--- src/rtl/keypad_entry_if.sv ---
// rtl/keypad_entry_if.sv - keypad strobe in, operand handshake out
interface keypad_entry_if #(
  parameter int N          = 8,
  parameter int MAX_DIGITS = 3
);
  localparam int DW = $clog2(MAX_DIGITS + 1);

  logic          key_valid;
  logic [3:0]    key_code;
  logic          key_ready;
  logic [N-1:0]  mag;
  logic          neg;
  logic [DW-1:0] digits;
  logic          out_valid;
  logic          out_ready;
  logic          err;

  modport master (
    output key_valid, key_code, out_ready,
    input  key_ready, mag, neg, digits, out_valid, err
  );

  modport slave (
    input  key_valid, key_code, out_ready,
    output key_ready, mag, neg, digits, out_valid, err
  );
endinterface

--- src/rtl/keypad_entry_unit.sv ---
// rtl/keypad_entry_unit.sv - decimal keypad entry into magnitude + sign with range check
module keypad_entry_unit #(
  parameter int N          = 8,
  parameter int MAX_DIGITS = 3
) (
  input logic           clk,
  input logic           rst,
  keypad_entry_if.slave kif
);
  localparam int DW = $clog2(MAX_DIGITS + 1);

  localparam logic [1:0] IDLE  = 2'd0;
  localparam logic [1:0] ENTRY = 2'd1;
  localparam logic [1:0] HOLD  = 2'd2;

  localparam logic [N+3:0] LIM_POS = (N+4)'((1 << (N-1)) - 1);
  localparam logic [N+3:0] LIM_NEG = (N+4)'(1 << (N-1));
  localparam logic [N-1:0] MAG_MIN = N'(1 << (N-1));

  logic [1:0]    state_q, state_d;
  logic [N-1:0]  mag_q, mag_d;
  logic          neg_q, neg_d;
  logic [DW-1:0] digits_q, digits_d;
  logic          valid_q, valid_d;
  logic          err_q, err_d;

  logic [N+3:0]  mag_wide;
  logic [N+3:0]  cand;
  logic [N+3:0]  limit;

  // mag*10 + d via shift-add, wide enough that the range check cannot overflow
  assign mag_wide = {4'b0000, mag_q};
  assign cand     = (mag_wide << 3) + (mag_wide << 1) + {{N{1'b0}}, kif.key_code};
  assign limit    = neg_q ? LIM_NEG : LIM_POS;

  always_comb begin
    state_d  = state_q;
    mag_d    = mag_q;
    neg_d    = neg_q;
    digits_d = digits_q;
    valid_d  = valid_q;
    err_d    = 1'b0;

    if (state_q == HOLD) begin
      if (valid_q && kif.out_ready) begin
        state_d  = IDLE;
        mag_d    = '0;
        neg_d    = 1'b0;
        digits_d = '0;
        valid_d  = 1'b0;
      end
    end else if (kif.key_valid) begin
      case (kif.key_code)
        4'd10: begin
          if (neg_q && mag_q == MAG_MIN) begin
            err_d = 1'b1;
          end else begin
            neg_d   = ~neg_q;
            state_d = ENTRY;
          end
        end
        4'd11: begin
          if (digits_q != '0) begin
            mag_d    = mag_q / N'(10);
            digits_d = digits_q - DW'(1);
            if (digits_q == DW'(1) && !neg_q) state_d = IDLE;
          end
        end
        4'd12: begin
          state_d  = IDLE;
          mag_d    = '0;
          neg_d    = 1'b0;
          digits_d = '0;
        end
        4'd13: begin
          state_d = HOLD;
          valid_d = 1'b1;
          if (mag_q == '0) neg_d = 1'b0;
        end
        default: begin
          if (kif.key_code <= 4'd9) begin
            if (digits_q == '0 && kif.key_code == 4'd0) begin
              // leading zero: nothing to record
            end else if (digits_q < DW'(MAX_DIGITS) && cand <= limit) begin
              mag_d    = cand[N-1:0];
              digits_d = digits_q + DW'(1);
              state_d  = ENTRY;
            end else begin
              err_d = 1'b1;
            end
          end
        end
      endcase
    end
  end

  always_ff @(posedge clk or posedge rst) begin
    if (rst) begin
      state_q  <= IDLE;
      mag_q    <= '0;
      neg_q    <= 1'b0;
      digits_q <= '0;
      valid_q  <= 1'b0;
      err_q    <= 1'b0;
    end else begin
      state_q  <= state_d;
      mag_q    <= mag_d;
      neg_q    <= neg_d;
      digits_q <= digits_d;
      valid_q  <= valid_d;
      err_q    <= err_d;
    end
  end

  assign kif.key_ready = (state_q != HOLD);
  assign kif.mag       = mag_q;
  assign kif.neg       = neg_q;
  assign kif.digits    = digits_q;
  assign kif.out_valid = valid_q;
  assign kif.err       = err_q;
endmodule
--- src/flat_wrapper.sv ---
// flat-port wrapper written by rule: the top's interface ports become plain ports
module keypad_entry_unit_flat 
#(
  parameter int N          = 8,
  parameter int MAX_DIGITS = 3
)
  (clk, rst, kif_key_valid, kif_key_code, kif_out_ready, kif_key_ready, kif_mag, kif_neg, kif_digits, kif_out_valid, kif_err);
  keypad_entry_if #(.N(N), .MAX_DIGITS(MAX_DIGITS)) kif_i ();
  input logic clk;
  input logic rst;
  input wire logic [$bits(kif_i.key_valid)-1:0] kif_key_valid;
  input wire logic [$bits(kif_i.key_code)-1:0] kif_key_code;
  input wire logic [$bits(kif_i.out_ready)-1:0] kif_out_ready;
  output wire logic [$bits(kif_i.key_ready)-1:0] kif_key_ready;
  output wire logic [$bits(kif_i.mag)-1:0] kif_mag;
  output wire logic [$bits(kif_i.neg)-1:0] kif_neg;
  output wire logic [$bits(kif_i.digits)-1:0] kif_digits;
  output wire logic [$bits(kif_i.out_valid)-1:0] kif_out_valid;
  output wire logic [$bits(kif_i.err)-1:0] kif_err;
  assign kif_i.key_valid = kif_key_valid;
  assign kif_i.key_code = kif_key_code;
  assign kif_i.out_ready = kif_out_ready;
  assign kif_key_ready = kif_i.key_ready;
  assign kif_mag = kif_i.mag;
  assign kif_neg = kif_i.neg;
  assign kif_digits = kif_i.digits;
  assign kif_out_valid = kif_i.out_valid;
  assign kif_err = kif_i.err;
  keypad_entry_unit #(.N(N), .MAX_DIGITS(MAX_DIGITS)) u_core (.clk(clk), .rst(rst), .kif(kif_i));
endmodule
--- config.mk ---
export PLATFORM = sky130hd
export DESIGN_NAME = keypad_entry_unit_flat
export DESIGN_NICKNAME = d
export VERILOG_FILES = /design/src/rtl/keypad_entry_if.sv /design/src/rtl/keypad_entry_unit.sv /design/src/flat_wrapper.sv
export SDC_FILE = /design/constraint.sdc
export NUM_CORES = 1
export LEC_CHECK = 0
export CORE_MARGIN = 2
export CORE_UTILIZATION = 50
export CTS_CLUSTER_SIZE = 25
export DETAILED_ROUTE_END_ITERATION = 10
export GPL_TIMING_DRIVEN = 1
export PLACE_DENSITY = 0.72
export SLEW_MARGIN = 20
export SYNTH_ARGS = -nofsm -noshare
export SYNTH_HDL_FRONTEND = slang
export SYNTH_SLANG_ARGS = --single-unit
export TNS_END_PERCENT = 20
--- constraint.sdc ---
create_clock -name clk -period 4.5 [get_ports clk]
set_input_delay 0.675 -clock clk [delete_from_list [all_inputs] [get_ports clk]]
set_output_delay 0.675 -clock clk [all_outputs]
set_load 0.03 [all_outputs]
# Word-level counts from Yosys, hierarchy flattened
# Cells that the tools add are included.
# W data, S select, Z words.
dict set report totals {
  ff_bits 15
  latchBits 0
  ram_bits 0
  rom_bits 0
  inputBits 8
  out_inout_bits 14
  wordCells 96
  mem_count 0
}
dict set report classes {
  add_sub_neg 4
  n_mul 0
  div 1
  n_lt_le_gt_ge 3
  eq_ne 16
  shift 0
  mux 42
  n_bitwise 1
  n_reduce_logical 23
}
# cell n
set op_table {}
lappend op_table {{$mux W8} 8}
lappend op_table {{$mux W2} 15}
lappend op_table {{$pmux W8 S3} 1}
lappend op_table {{$eq A4 B4 Y1 const B} 4}
lappend op_table {{$mux W1} 14}
lappend op_table {{$add A11 B9 Y12} 1}
lappend op_table {{$add A12 B4 Y12} 1}
lappend op_table {{$le A12 B12 Y1} 1}
lappend op_table {{$reduce_bool A4 Y1} 3}
lappend op_table {{$reduce_bool A6 Y1} 2}
lappend op_table {{$ne A3 B1 Y1 const B} 3}
lappend op_table {{$div A8 B4 Y8 const B} 1}
lappend op_table {{$eq A8 B8 Y1 const B} 1}
lappend op_table {{$logic_not A8 Y1} 1}
lappend op_table {{$pmux W2 S4} 1}
lappend op_table {{$reduce_and A8 Y1} 1}
lappend op_table {{$reduce_and A7 Y1} 1}
lappend op_table {{$ne A6 B5 Y1 const B} 1}
lappend op_table {{$pmux W2 S3} 1}
lappend op_table {{$reduce_bool A2 Y1} 3}
lappend op_table {{$logic_and A1 B1 Y1} 5}
lappend op_table {{$reduce_and A5 Y1} 1}
lappend op_table {{$le A4 B4 Y1 const B} 1}
lappend op_table {{$logic_not A4 Y1} 1}
lappend op_table {{17 further kinds} 18}

# Depth between registers and ports, before layout
dict set report logic_depth {
  ltp_word 10
  ltp_mapped 15
  ltp_nobuf 15
}

# Worst setup path before layout
# OpenSTA, ideal clock, no wires.
dict set report synth_timing {
  kind {input port to flip-flop}
  from {input port kif_key_code[3]}
  to {register u_core.digits_q[0], in the netlist u_core.kif.digits[0]}
  setup_time_ns 0.125
  arrival_ns 3.694
  required_time_ns 4.375
  setup_slack_ns 0.681
  cell_stages 14
  n_path_buf 0
  path_cell_list {fa_1 -> ha_1 -> a21o_1 -> a21oi_1 -> o21ai_0 -> a21oi_1 -> xnor2_1 -> ha_1 -> nand4_1 -> nand2b_1 -> a21oi_1 -> nor4_4 -> a31oi_4 -> mux2_2}
}
dict set report synth_via {
  elab_chain_cells 5
  elab_cells_between_ends 20
  cone_classes {1 x add/sub; 2 x order compare; 7 x eq/ne; 3 x mux; 7 x reduce/logical}
}
# element line_no
set synth_rtl {}
lappend synth_rtl {{start, declared} flat_wrapper.sv:12} ;# input wire logic [$bits(kif_i.key_code)-1:0] kif_key_code;
lappend synth_rtl {{$add A12 B4 Y12 or $eq A4 B4 Y1 (tied branches)} {keypad_entry_unit.sv:33, keypad_entry_unit.sv:53}}
lappend synth_rtl {{$le A12 B12 Y1 or $reduce_or A2 Y1 (tied branches)} --}
lappend synth_rtl {{$logic_and A1 B1 Y1 or $pmux W2 S3 (tied branches)} {keypad_entry_unit.sv:84, keypad_entry_unit.sv:53}}
lappend synth_rtl {{$reduce_bool A4 Y1 (no source line) or $mux W2 (tied branches)} --}
lappend synth_rtl {{$reduce_and A7 Y1 (no source line) or $mux W2 (tied branches)} --}
lappend synth_rtl {{end signal, assigned} keypad_entry_unit.sv:109} ;# digits_q <= digits_d;
lappend synth_rtl {{end, declared} keypad_entry_unit.sv:23} ;# logic [DW-1:0] digits_q, digits_d;
# Several ways; a longest one is shown, not always the timed one. The select of a mux whose other input is x is not followed.
# A chain may end at the register's enable or synchronous reset.

# Worst setup path after layout
dict set report layout_timing {
  from {input port kif_key_code[3]}
  to {register u_core.mag_q[3], in the netlist u_core.kif.mag[3]}
}
dict set report layout_via {
  elab_chain_cells 7
  elab_cells_between_ends 23
  cone_classes {1 x add/sub; 2 x order compare; 7 x eq/ne; 6 x mux; 7 x reduce/logical}
}
# element line_no
set layout_rtl {}
lappend layout_rtl {{branches (longest 7 deep; another with $add A12 B4 Y12)} --}
lappend layout_rtl {{end signal, assigned} keypad_entry_unit.sv:107} ;# mag_q <= mag_d;
lappend layout_rtl {{end, declared} keypad_entry_unit.sv:21} ;# logic [N-1:0] mag_q, mag_d;
# Several ways; the timed one is not identified. The select of a mux whose other input is x is not followed.

==> metrics.md <==
| Metric | Value |
|---|---|
| Antenna cell count | 0 |
| Combined area of all synthesized cells | 1910 um^2 |
| DRC errors left | 0 |
| Area of the die | 4330 um^2 |
| Largest area contributor in the synthesized netlist | sky130_fd_sc_hd__dfrtp_1 |
| Clock sink count | 15 |
| Setup repair after global routing missed its margin | no |
| Mean routed wirelength per cell | between 15 and 20 um |
| Count of mapped cells out of synthesis | 232 |
| Mapped Avg Cell Area | 8.24 um^2 |
| Top cell type's share of synthesized area | 19.6% |
| Transition at the pin with the smallest max-transition slack | 0.622 ns |
| Initial Util | 52.2% |
| Final count of negative-setup-slack endpoints | 0 |
| Number of cell instances on the worst register-to-register path | 14 |
| Number of routed nets with antenna violations | 0 |
| Final setup margin | between 0.2 and 0.25 ns |
| Via count of the first global-routing pass | approximately 1,700 |
| Standard cell core area | 3660 um^2 |
| Min Tclk post-route | between 4 and 5 ns |
| Clock transition time at the flip-flop clock pins of the worst setup and hold paths | 0.06 ns |
| Io pins | 22 |
| Site Rows | 22 |
| Number of gates given a new drive strength after cts | 0 |
| Yosys synthesis warning count | 0 |
| Number of DRC markers after the initial detailed-route iteration | around 120 |
| Number of distinct library cells after synthesis | 52 |
| Wirelength, routed | 4690 um |
| Dpl ws | -0.0202 ns |
| Number of hold violations in the final report | 0 |
| Category of the critical setup timing path | in2reg |
| Data required time at the worst endpoint | approximately 4.6 ns |
| Post-route clock period utilization | a little over nine tenths |
| Slack of the worst reg-to-reg path | 0.60 ns |
| Clock network latency to the later pin of the worst-skew pair | 0.24 ns |
| Half-perimeter wire length after placement | 3700 um |
| Post-Route Utilization | 61.7% |
| Critical-path maximum fanout | 10 |
| Async set or reset register ratio after synthesis | 100% |
| Max Transition Viols Final | 0 |
| Post-layout instance count excluding filler cells | between 300 and 400 |
| Sequential area share after synthesis | 19.6% |
| H-tree depth reported by CTS | 1 |
| Total clock buffers created by CTS | 3 |
| Number of cells in the design after placement | 300 |
| Multi-input combinational cell area | 1430 um^2 |
| GRT overflow | 0 |
| CTS root buffer | sky130_fd_sc_hd__clkbuf_8 |
| R2R Path Start | u_core.kif.mag[0] |
| CTS max path bufs | 2 |
| Placer's final routability congestion estimate | 0.923 |
| Synthesized netlist net count | 268 |
| Largest net degree at the start of global routing | 24 |
| Tightest Hold Check Type | reg2reg |
| Sequential cell area in the final layout | 375 um^2 |
| Number of vias in the routed layout | 1,846 |
| Relative slew slack | 58.6% |
| Setup crit end | u_core.kif.mag[3] |
| Layout area overhead | 18.3% |
| Worst flop-to-flop path endpoint | u_core.kif.mag[3] |
| Cell Area, Placed | roughly 2200 um^2 |
| Count of fill cells added during filler insertion | roughly 340 |
| Hold buffers post-CTS | 0 |
| All-layer global routing usage | 23.7% |
| Wire length of the first global-routing pass | about 8000 um |
| Avg Vias per Cell | 6.07 |
| Count of TritonRoute iterations in the first routing pass | 4 |
| Final Skew | roughly 0.0024 ns |
| Height of the chip | 65.8 um |
| Arrival @ worst endpoint | between 4 and 5 ns |
| Number of flops mapped to enable cells by yosys | 0 |
| Worst setup path startpoint | kif_key_code[3] |
| Post-synthesis register bit count | 15 |
| Top cells by count, synth | 26 x sky130_fd_sc_hd__ha_1, 21 x sky130_fd_sc_hd__a21oi_1, 16 x sky130_fd_sc_hd__inv_1, 16 x sky130_fd_sc_hd__nor2_1 |
| Number of antenna violations at the first check in global routing | 0 |
| Nets | 293 |
| Most frequent cell after synthesis | sky130_fd_sc_hd__ha_1 |
| Maximum clock frequency | 234 MHz |
| Quantity of I/O buffers inserted on ports | 21 |
| Worst Setup Start Kind | input port |
| Share of final-layout standard cells stronger than drive strength 1 | 10.9% |
| Most frequently used flop master after synthesis | sky130_fd_sc_hd__dfrtp_1 |
| Leading cell types by total area after synthesis | sky130_fd_sc_hd__dfrtp_1 20%, sky130_fd_sc_hd__ha_1 17%, sky130_fd_sc_hd__a21oi_1 5.5% |
| Max-cap violations | 0 |
| Post-CTS setup buffer count | 0 |
| Die W | roughly 66 um |
| Capturing element type of the critical path | register |
| Final standard cell area without fillers | 2260 um^2 |
| TritonCTS clock tree | done |
| Result of the run | finished clean |
[flip-flops by register name (all words and copies together) (netlist names)]
| register | count |
|---|---|
| u_core.kif.neg | 1 |
| u_core.state_q | 2 |
| u_core.kif.digits | 2 |
| u_core.kif.mag | 8 |
| u_core.kif.err | 1 |
| u_core.kif.out_valid | 1 |
[final cells by class]
class,count,share of cell area [%]
multi-input cells,190,63.4
flip-flops and latches,15,16.6
repair buffers,31,12.6
inverters,16,2.66
well taps,48,2.66
clock buffers,3,1.83
clock inverters,1,0.221
[worst min-delay path by stage]
| stage | start | to | slack [ns] | cells after the start |
|---|---|---|---|---|
| final | u_core.state_q[1] | u_core.state_q[1] | 0.53 | 2 |
| after floorplan | u_core.state_q[1] | u_core.state_q[1] | 0.48 | 2 |
| after CTS | u_core.state_q[1] | u_core.state_q[1] | 0.53 | 2 |
| after detailed placement | u_core.state_q[1] | u_core.state_q[1] | 0.52 | 2 |
| after global placement | u_core.state_q[1] | u_core.state_q[1] | 0.51 | 2 |
| after global routing | u_core.state_q[1] | u_core.state_q[1] | 0.58 | 2 |
[stage by stage]
step | hold WS [ns] | setup TNS (ns)
3_3_place_gp | 0.514 | 0
6_report | 0.530 | 0
2_1_floorplan | 0.477 | 0
4_1_cts | 0.530 | 0
3_5_place_dp | 0.517 | -0.0784
5_1_grt | 0.584 | 0
[critical path: stages]
cell                              delay [ns]
sky130_fd_sc_hd__clkdlybuf4s50_1        0.50
sky130_fd_sc_hd__fa_1                   0.45
sky130_fd_sc_hd__ha_1                   0.30
sky130_fd_sc_hd__a21o_1                 0.20
sky130_fd_sc_hd__a21oi_1                0.18
sky130_fd_sc_hd__o21ai_0                0.10
sky130_fd_sc_hd__a21oi_1                0.18
sky130_fd_sc_hd__xnor2_1                0.10
sky130_fd_sc_hd__ha_1                   0.32
sky130_fd_sc_hd__nand4_1                0.12
sky130_fd_sc_hd__nand2b_1               0.16
sky130_fd_sc_hd__a21oi_1                0.25
sky130_fd_sc_hd__nor4_4                 0.10
sky130_fd_sc_hd__a31oi_4                0.38
sky130_fd_sc_hd__mux2_2                 0.38
[per-layer routing]
layer | vias to the layer above | GRT usage, % | routed length (um)
met5 | - | 0 | 0
met4 | 0 | 6.51 | 78
met3 | 11 | 2.04 | 226
met2 | 61 | 37.5 | 2120
met1 | 859 | 34.6 | 2270
li1 | 915 | - | -
[layout by cell type, fill, tap and decap left out, drive strengths merged, types with 6 or more instances in the layout]
master	netlist	routed
a21oi	21	21
buf	2	10
clkdlybuf4s50	0	21
dfrtp	15	15
ha	26	26
inv	16	16
nand2	15	15
nor2	16	16
nor2b	7	7
nor4	6	6
o21ai	13	13
[logic make-up (layout without fill, tap and decap cells)]
group / Yosys count / after routing / share of synthesized area [%]
simple gates: 81 / 81 / 24.4
compound gates: 67 / 67 / 24.4
fa+ha+maj: 28 / 28 / 19.1
buf+inv: 27 / 51 / 5.37
flops: 15 / 15 / 19.6
xor+xnor: 8 / 8 / 3.67
mux: 6 / 6 / 3.47
Power is left out: the tool's default activity adds up to more than one toggle a clock period on the data nets, which glitch-free logic cannot reach.
